$ cat config.mk
export PLATFORM = sky130hd
export DESIGN_NAME = urt_rx_ctrl
export DESIGN_NICKNAME = d
export VERILOG_FILES = /design/src/rtl/urt_rx_pkg.sv /design/src/rtl/edge_bit_cnt_urt_rx.sv /design/src/rtl/urt_rx_ctrl.sv
export SDC_FILE = /design/constraint.sdc
export NUM_CORES = 1
export LEC_CHECK = 0
export CORE_ASPECT_RATIO = 1.2
export CORE_MARGIN = 5
export CORE_UTILIZATION = 35
export CTS_CLUSTER_SIZE = 16
export DETAILED_ROUTE_END_ITERATION = 8
export PLACE_DENSITY_LB_ADDON = 0.12
export SYNTH_ARGS = -nofsm -noshare
export SYNTH_HDL_FRONTEND = slang
export SYNTH_HIERARCHICAL = 1
export SYNTH_SLANG_ARGS = --single-unit
$ cat constraint.sdc
create_clock -name CLK_CTRL -period 4.3 [get_ports CLK_CTRL]
set_input_delay 0.43 -clock CLK_CTRL [delete_from_list [all_inputs] [get_ports CLK_CTRL]]
set_output_delay 0.43 -clock CLK_CTRL [all_outputs]
set_load 0.02 [all_outputs]
$ cat src/rtl/urt_rx_pkg.sv
// Shared definitions for the UART receive controller: FSM state encoding,
// legal oversampling ratios and parity type encoding.
package urt_rx_pkg;

    typedef enum logic [2:0] {
        IDLE,
        START,
        DATA,
        PARITY,
        STOP
    } rx_state_e;

    typedef enum logic {
        PAR_EVEN = 1'b0,
        PAR_ODD  = 1'b1
    } par_type_e;

    localparam int PRESCALE_8     = 8;
    localparam int PRESCALE_16    = 16;
    localparam int EDGE_CNT_WIDTH = 4;

endpackage

$ cat src/rtl/edge_bit_cnt_urt_rx.sv
// Oversample edge counter and received-bit counter; flags the last edge
// of each bit period while a frame is in progress.
module edge_bit_cnt_urt_rx
    import urt_rx_pkg::*;
#(
    parameter int PRESCALE_WIDTH = 5,
    parameter int BIT_CNT_WIDTH  = 4
) (
    input  logic                      CLK_CTRL,
    input  logic                      RST_CTRL,
    input  logic                      cnt_active,
    input  logic [PRESCALE_WIDTH-1:0] prescale,
    input  logic                      bit_clr,
    input  logic                      bit_inc,
    output logic [EDGE_CNT_WIDTH-1:0] edge_cnt,
    output logic                      bit_end,
    output logic [BIT_CNT_WIDTH-1:0]  bit_cnt
);

    logic [PRESCALE_WIDTH-1:0] edge_last;

    assign edge_last = prescale - PRESCALE_WIDTH'(1);
    assign bit_end   = cnt_active && (PRESCALE_WIDTH'(edge_cnt) == edge_last);

    // NOTE: sequential state uses non-blocking assignments so every flop
    // samples the pre-edge values of its neighbours.
    always_ff @(posedge CLK_CTRL) begin
        if (RST_CTRL || !cnt_active || bit_end) begin
            edge_cnt <= '0;
        end else begin
            edge_cnt <= edge_cnt + EDGE_CNT_WIDTH'(1);
        end
    end

    always_ff @(posedge CLK_CTRL) begin
        if (RST_CTRL || bit_clr) begin
            bit_cnt <= '0;
        end else if (bit_inc) begin
            bit_cnt <= bit_cnt + BIT_CNT_WIDTH'(1);
        end
    end

endmodule

$ cat src/rtl/urt_rx_ctrl.sv
// UART receive controller: frame FSM, LSB-first deserializer and parity/stop
// checks; frame settings are captured when a start bit is seen.
module urt_rx_ctrl
    import urt_rx_pkg::*;
#(
    parameter int PRESCALE_WIDTH = 5,
    parameter int DATA_WIDTH     = 8
) (
    input  logic                      CLK_CTRL,
    input  logic                      RST_CTRL,
    input  logic                      RX_IN_CTRL,
    input  logic [PRESCALE_WIDTH-1:0] Prescale_CTRL,
    input  logic                      PAR_EN_CTRL,
    input  logic                      PAR_TYP_CTRL,
    input  logic                      sampled_bit_CTRL,
    output logic                      dat_samp_en_CTRL,
    output logic [EDGE_CNT_WIDTH-1:0] edge_cnt_CTRL,
    output logic [DATA_WIDTH-1:0]     P_DATA_CTRL,
    output logic                      data_valid_CTRL,
    output logic                      par_err_CTRL,
    output logic                      stp_err_CTRL
);

    localparam int BIT_CNT_WIDTH = $clog2(DATA_WIDTH + 1);

    rx_state_e                 state_q;
    rx_state_e                 state_d;
    logic [PRESCALE_WIDTH-1:0] prescale_q;
    logic                      par_en_q;
    par_type_e                 par_typ_q;
    logic                      bit_end;
    logic [BIT_CNT_WIDTH-1:0]  bit_cnt;

    logic frame_start;
    logic start_ok;
    logic data_shift;
    logic last_data_bit;
    logic parity_chk;
    logic stop_chk;
    logic par_err_d;

    assign frame_start   = (state_q == IDLE) && !RX_IN_CTRL;
    assign start_ok      = (state_q == START) && bit_end && !sampled_bit_CTRL;
    assign data_shift    = (state_q == DATA) && bit_end;
    assign last_data_bit = (bit_cnt == BIT_CNT_WIDTH'(DATA_WIDTH - 1));
    assign parity_chk    = (state_q == PARITY) && bit_end;
    assign stop_chk      = (state_q == STOP) && bit_end;
    assign par_err_d     = sampled_bit_CTRL != ((^P_DATA_CTRL) ^ (par_typ_q == PAR_ODD));

    edge_bit_cnt_urt_rx #(
        .PRESCALE_WIDTH (PRESCALE_WIDTH),
        .BIT_CNT_WIDTH  (BIT_CNT_WIDTH)
    ) u_cnt (
        .CLK_CTRL   (CLK_CTRL),
        .RST_CTRL   (RST_CTRL),
        .cnt_active (state_q != IDLE),
        .prescale   (prescale_q),
        .bit_clr    (start_ok),
        .bit_inc    (data_shift),
        .edge_cnt   (edge_cnt_CTRL),
        .bit_end    (bit_end),
        .bit_cnt    (bit_cnt)
    );

    always_ff @(posedge CLK_CTRL) begin
        if (RST_CTRL) begin
            state_q <= IDLE;
        end else begin
            state_q <= state_d;
        end
    end

    // NOTE: next state gets its default before the case so no path can
    // leave it unassigned and infer a latch.
    always_comb begin
        state_d = state_q;
        case (state_q)
            IDLE:    if (!RX_IN_CTRL) state_d = START;
            START:   if (bit_end) state_d = sampled_bit_CTRL ? IDLE : DATA;
            DATA:    if (bit_end && last_data_bit) state_d = par_en_q ? PARITY : STOP;
            PARITY:  if (bit_end) state_d = STOP;
            STOP:    if (bit_end) state_d = IDLE;
            default: state_d = IDLE;
        endcase
    end

    always_ff @(posedge CLK_CTRL) begin
        if (RST_CTRL) begin
            prescale_q       <= PRESCALE_WIDTH'(PRESCALE_8);
            par_en_q         <= 1'b0;
            par_typ_q        <= PAR_EVEN;
            dat_samp_en_CTRL <= 1'b0;
            P_DATA_CTRL      <= '0;
            data_valid_CTRL  <= 1'b0;
            par_err_CTRL     <= 1'b0;
            stp_err_CTRL     <= 1'b0;
        end else begin
            dat_samp_en_CTRL <= (state_d != IDLE);
            data_valid_CTRL  <= 1'b0;
            if (frame_start) begin
                prescale_q   <= Prescale_CTRL;
                par_en_q     <= PAR_EN_CTRL;
                par_typ_q    <= par_type_e'(PAR_TYP_CTRL);
                par_err_CTRL <= 1'b0;
                stp_err_CTRL <= 1'b0;
            end
            if (data_shift) begin
                P_DATA_CTRL <= {sampled_bit_CTRL, P_DATA_CTRL[DATA_WIDTH-1:1]};
            end
            if (parity_chk) begin
                par_err_CTRL <= par_err_d;
            end
            // Strobe only when this stop bit and the earlier parity check are both clean.
            if (stop_chk) begin
                stp_err_CTRL    <= !sampled_bit_CTRL;
                data_valid_CTRL <= sampled_bit_CTRL && !par_err_CTRL;
            end
        end
    end

endmodule

After elaboration in Yosys (flattened, before gate mapping)
Index checks and enable logic that the tools add are counted.
{"block": "word_totals", "elab_cells": 57, "in_bits": 11, "regBits": 30}
{"block": "classes", "eq_ne": 7, "n_reduce_logical": 23, "bitwise": 2, "n_mux": 11, "n_addsub": 3}
{"cell": "$mux W3", "n": 6}
{"cell": "$pmux W3 S5", "n": 1}
{"cell": "$logic_and A1 B1 Y1", "n": 9}
{"cell": "$add A4 B1 Y4 const B", "n": 2}
{"cell": "$reduce_xor A8 Y1", "n": 1}
{"cell": "$eq A3 B2 Y1 const B", "n": 2}
{"cell": "$reduce_bool A3 Y1", "n": 2}
{"cell": "$eq A4 B5 Y1", "n": 1}
{"cell": "$sub A5 B1 Y5 const B", "n": 1}
{"cell": "$eq A4 B3 Y1 const B", "n": 1}
{"cell": "$logic_not A1 Y1", "n": 4}
{"cell": "$reduce_bool A2 Y1", "n": 2}
{"cell": "$eq A3 B1 Y1 const B", "n": 1}
{"cell": "$eq A3 B3 Y1 const B", "n": 1}
{"cell": "$logic_not A3 Y1", "n": 1}
{"cell": "$logic_or A1 B1 Y1", "n": 3}
{"cell": "$mux W1", "n": 3}
{"cell": "$mux W2", "n": 1}
{"cell": "$reduce_or A2 Y1", "n": 1}
{"cell": "$ne A1 B1 Y1", "n": 1}
{"cell": "$not A1 Y1", "n": 1}
{"cell": "$xor A1 B1 Y1", "n": 1}

Longest topological paths before layout
{"block": "depth", "depth_word": 7, "mapped_depth": 10, "mapped_depth_nobuf": 10}

Cells and area by module
The synthesis kept the hierarchy.
{"mod": "urt_rx_ctrl", "cells_per_inst": 104, "seq_area_each_um2": 440.4, "area_each_um2": 960.9, "instances": 1}
{"mod": "edge_bit_cnt_urt_rx", "cells_per_inst": 42, "seq_area_each_um2": 160.2, "area_each_um2": 435.4, "instances": 1}

Worst setup path after synthesis
OpenSTA, ideal clock, no wires.
{"block": "synth_timing", "path_kind": "register to register", "startpoint": "reg prescale_q[0]", "endpoint": "reg u_cnt.bit_cnt[3]", "t_required_ps": 4222, "synth_period_minus_slack_ps": 2570, "n_path_buf": 0, "arrival_ps": 2492, "stages_incl_launch_ff": 11, "setup_time_ps": 78, "setup_slack_ps": 1730, "cell_sequence": "dfxtp_1 inv_1 ha_1 xor2_1 nand3_1 nor4_4 nand2b_1 nor2_2 nand4_1 xor2_1 nor3_1"}
{"block": "synth_via", "elab_cells_between_ends": 7}
{"element": "from (decl)", "line": "urt_rx_ctrl.sv:28", "source": "logic [PRESCALE_WIDTH-1:0] prescale_q;"}
{"element": "from (signal assigned)", "line": "urt_rx_ctrl.sv:89", "source": "prescale_q <= PRESCALE_WIDTH'(PRESCALE_8);"}
{"element": "from (signal assigned)", "line": "urt_rx_ctrl.sv:101", "source": "prescale_q <= Prescale_CTRL;"}
{"element": "$sub A5 B1 Y5", "line": "edge_bit_cnt_urt_rx.sv:22", "source": "assign edge_last = prescale - PRESCALE_WIDTH'(1);"}
{"element": "$eq A4 B5 Y1", "line": "edge_bit_cnt_urt_rx.sv:23", "source": "assign bit_end = cnt_active && (PRESCALE_WIDTH'(edge_cnt) == edge_last);"}
{"element": "$logic_and A1 B1 Y1", "line": "edge_bit_cnt_urt_rx.sv:23"}
{"element": "net bit_end", "line": "urt_rx_ctrl.sv:31", "source": "logic bit_end;"}
{"element": "$logic_and A1 B1 Y1", "line": "urt_rx_ctrl.sv:44", "source": "assign data_shift = (state_q == DATA) && bit_end;"}
{"element": "net data_shift", "line": "urt_rx_ctrl.sv:36", "source": "logic data_shift;"}
{"element": "to (signal assigned)", "line": "edge_bit_cnt_urt_rx.sv:39", "source": "bit_cnt <= bit_cnt + BIT_CNT_WIDTH'(1);"}
{"element": "to (decl)", "line": "edge_bit_cnt_urt_rx.sv:17", "source": "output logic [BIT_CNT_WIDTH-1:0] bit_cnt"}
The timed path passes the listed nets, and every way through them passes these cells.
A chain may end at the register's enable or synchronous reset.

Worst setup path in the final report
Ends and elaborated chain as after synthesis.

==> impl_summary.log <==
INFO  metric non_filler_cells_final = 230
INFO  metric fmaxAchievable = 341.6 MHz
INFO  metric power_density = 320.7 mW/mm^2
INFO  metric dominantRegCellSynth = dfxtp_1
INFO  metric synth.net_count = 160
INFO  metric setup-tns-final = 0 ns
INFO  metric first_pass_grt_wire_length = between 4000 and 5000 um
INFO  metric yosys_warnings = 6
INFO  metric drcViolationCount = 0
INFO  metric timing.final.crit_period = a little under 3 ns
INFO  metric cts_made_buffers = 5
INFO  metric report.final.hold_viol_count = 0
INFO  metric outcome = complete, no violations
INFO  metric report.final.setup_viol = 0
INFO  metric synth_area_per_cell = ~9.6 um^2
INFO  metric post_cts_resize_count = 0
INFO  metric async_flop_share = 0%
INFO  metric drt-total-wl = roughly 2900 um
INFO  metric critPathMaxFanout = 12
INFO  metric crit_path_start_kind = flip-flop
INFO  metric synth.top_cells.by_area = dfxtp_1, xnor2_1, mux2i_1, nand2_1, xor2_1
INFO  metric timing_worst_slew_pin_value = 0.9521 ns
INFO  metric floorplan.die.width = roughly 68 um
INFO  metric core-area = around 0.0039 mm^2
INFO  metric post-route-worst-setup-slack = 1.373 ns
INFO  metric grt_antenna_before_repair = 0
INFO  metric floorplan.die_area = 0.005358 mm^2
INFO  metric synth_seq_area_share = 43.01%
INFO  metric io-pin-count = 27
INFO  metric area_growth_syn_to_layout = 28.85%
INFO  metric globalRouteTotalUtil = between 10% and 20%
INFO  metric nNetsFinal = 189
INFO  metric final_layout_size_suffix_gt1_share = 8.523%
INFO  metric post-synth-top-count-cell = dfxtp_1
INFO  metric post-cts-setup-buffers = 0
INFO  metric placement.setup.worst_slack = 1.378 ns
INFO  metric cp_data_required_time = 4.48 ns
INFO  metric mappedNetlistArea = 0.001396 mm^2
INFO  metric max-cap-violations = 0
INFO  metric static-leakage-power = between 0.6 and 0.7 nW
INFO  metric crit_type = reg -> reg
INFO  metric detail_route.iter0.violations = 29
INFO  metric place.port_buffers = 26
INFO  metric cts-root-buf = clkbuf_8
INFO  metric synth_edf_count = 0
INFO  metric clkSlewWorstSetupHoldPaths = 0.06 ns
INFO  metric rows = 25
INFO  metric diodes = 0
INFO  metric cp.arrival = 3.11 ns
INFO  metric final_min_period_over_clock_period = 68.08%
INFO  metric grt.overflow.total = 0
INFO  metric dp.final_hpwl = ~2100 um
INFO  metric dp.cells = 222
INFO  metric grt_start_max_net_pins = 28
INFO  metric min-delay-path-class = reg -> reg
INFO  metric cts_stage_hold_buffer_count = 0
INFO  metric cts_sinks = 30
INFO  metric seq_power_share = 50.7%
INFO  metric initial_core_util = 35.71%
INFO  metric switching_share = 23.47%
INFO  metric fill_cells = 393
INFO  metric slew-limit-headroom = between 30% and 40%
INFO  metric clock_power_share = 39.7%
INFO  metric cell_type_with_the_largest_total_area_after_synthesis = dfxtp_1
INFO  metric avgRoutedWirePerCell = 12.41 um
INFO  metric cts_tree = yes
INFO  metric routed_via_density = 4.700
INFO  metric netlist-cell-type-count = 34
INFO  metric rsz0062_at_grt = no
INFO  metric ys_ff_latch = 30
INFO  metric cp-end-kind = flip-flop
INFO  metric final-max-slew-violation-count = 0
INFO  metric drtPass1Iterations = 4
INFO  metric syn_inst = roughly 150
INFO  metric grt_pass1_vias = 1090
INFO  metric yosys.area.top_type_share = 43.01%
INFO  metric chipHeight = 79.19 um
INFO  metric clockBufferDepth = 2
INFO  metric clock_latency = roughly 0.28 ns
INFO  metric fin_skew = 0.007450 ns
INFO  metric yosys-top-cells-count = dfxtp_1, nand2_1, nor2_1
INFO  metric comb_power_share = 9.6%
INFO  metric vdd_drop_max = 0.1597 mV
INFO  metric vias = 1081
INFO  metric gp_routability_congestion = 0.7781
INFO  metric postRouteAntennaNets = 0
INFO  metric power.net_switching = 0.1354 mW
INFO  metric cts-htree-levels = 2
INFO  metric internal-power = 0.4416 mW
power groups by stage:
stage | logic, mW | registers [mW] | clock network (mW)
2_1_floorplan | 0.0347 | 0.299 | 0
3_3_place_gp | 0.0559 | 0.298 | 0
3_5_place_dp | 0.0563 | 0.299 | 0
4_1_cts | 0.0566 | 0.293 | 0.238
5_1_grt | 0.0616 | 0.293 | 0.250
6_report | 0.0556 | 0.292 | 0.229
worst max-delay path: stages, from the launching register on:
cell and delay, ns:
dfxtp_1 0.39, inv_1 0.06, ha_1 0.30, xor2_1 0.16
nand3_1 0.13, nor4_4 0.51, nand2b_1 0.19, nor2_2 0.57
nand4_1 0.19, xor2_1 0.18, nor3_1 0.14
metrics by stage:
stage | utilization (%) | cell area [um^2] | hold slack [ns] | power (mW)
after floorplan | - | 1396 | 0.4481 | 0.3336
after detailed placement | 43.68 | 1708 | 0.4730 | 0.3550
final | 46.02 | 1799 | 0.4781 | 0.5770
after global placement | 43.68 | 1708 | 0.4649 | 0.3542
after global routing | 46.02 | 1799 | 0.5047 | 0.6051
after CTS | 46.02 | 1799 | 0.4811 | 0.5871
logic make-up after synthesis:
kind of cell	count (synthesis)	synth area share (%)
multiplexers	10	7.258
flip-flops	30	43.01
XOR/XNOR	19	13.44
buffers and inverters	8	2.239
adder cells (fa/ha/maj)	3	2.688
AO/OA/AOI/OAI	12	5.735
AND/OR/NAND/NOR	64	25.63
state kept, by name, summed over array words and instances, names as in the netlist:
name,count
par_en_q,1
dat_samp_en_CTRL,1
state_q,3
par_err_CTRL,1
par_typ_q,1
data_valid_CTRL,1
u_cnt/edge_cnt,4
P_DATA_CTRL,8
u_cnt/bit_cnt,4
stp_err_CTRL,1
prescale_q,5
per-layer routing:
layer | routed length (um) | share of wire, % | GRT usage (%)
met5 | 0 | 0 | 0
met4 | 48 | 1.7 | 5.477
met3 | 152 | 5.3 | 4.526
met2 | 1437 | 50 | 20.35
met1 | 1215 | 43 | 13.28
area by class of cell:
cell class / instances / area [um^2] / share of cell area [%]
Sequential cell: 30 / 600.6 / 33.38
Tap cell: 54 / 67.56 / 3.755
Timing Repair Buffer: 26 / 260.3 / 14.46
Multi-Input combinational cell: 108 / 764.5 / 42.49
Clock inverter: 1 / 5.005 / 0.2782
Clock buffer: 7 / 86.33 / 4.798
Inverter: 4 / 15.01 / 0.8345
final timing paths:
check             slack (ns)  cells past startpoint                  startpoint                       endpoint
setup / recovery        1.37                     10  prescale_q[0]$_SDFFE_PP0P_  u_cnt/bit_cnt[3]$_SDFFE_PP0P_
hold / removal          0.48                      1   par_err_CTRL$_SDFFE_PP0P_     data_valid_CTRL$_SDFF_PP0_
setup reg to reg        1.37                     10  prescale_q[0]$_SDFFE_PP0P_  u_cnt/bit_cnt[3]$_SDFFE_PP0P_
hold reg to reg         0.48                      1   par_err_CTRL$_SDFFE_PP0P_     data_valid_CTRL$_SDFF_PP0_
cell usage in the layout, fill, tap and decap left out, types with 2 or more instances in the layout:
cell type	instances
nand2_1	17
nand3b_1	2
xor2_1	6
or3_1	3
nor3_1	7
ha_1	3
or4_1	3
clkbuf_8	6
mux2i_1	9
nor3b_1	2
nor2_1	13
nand2b_1	3
a21oi_1	7
dfxtp_1	30
nand3_1	4
clkdlybuf4s50_1	26
inv_1	4
nand4b_1	3
xnor2_1	11
No activity file was read; power rests on OpenSTA's default activity.
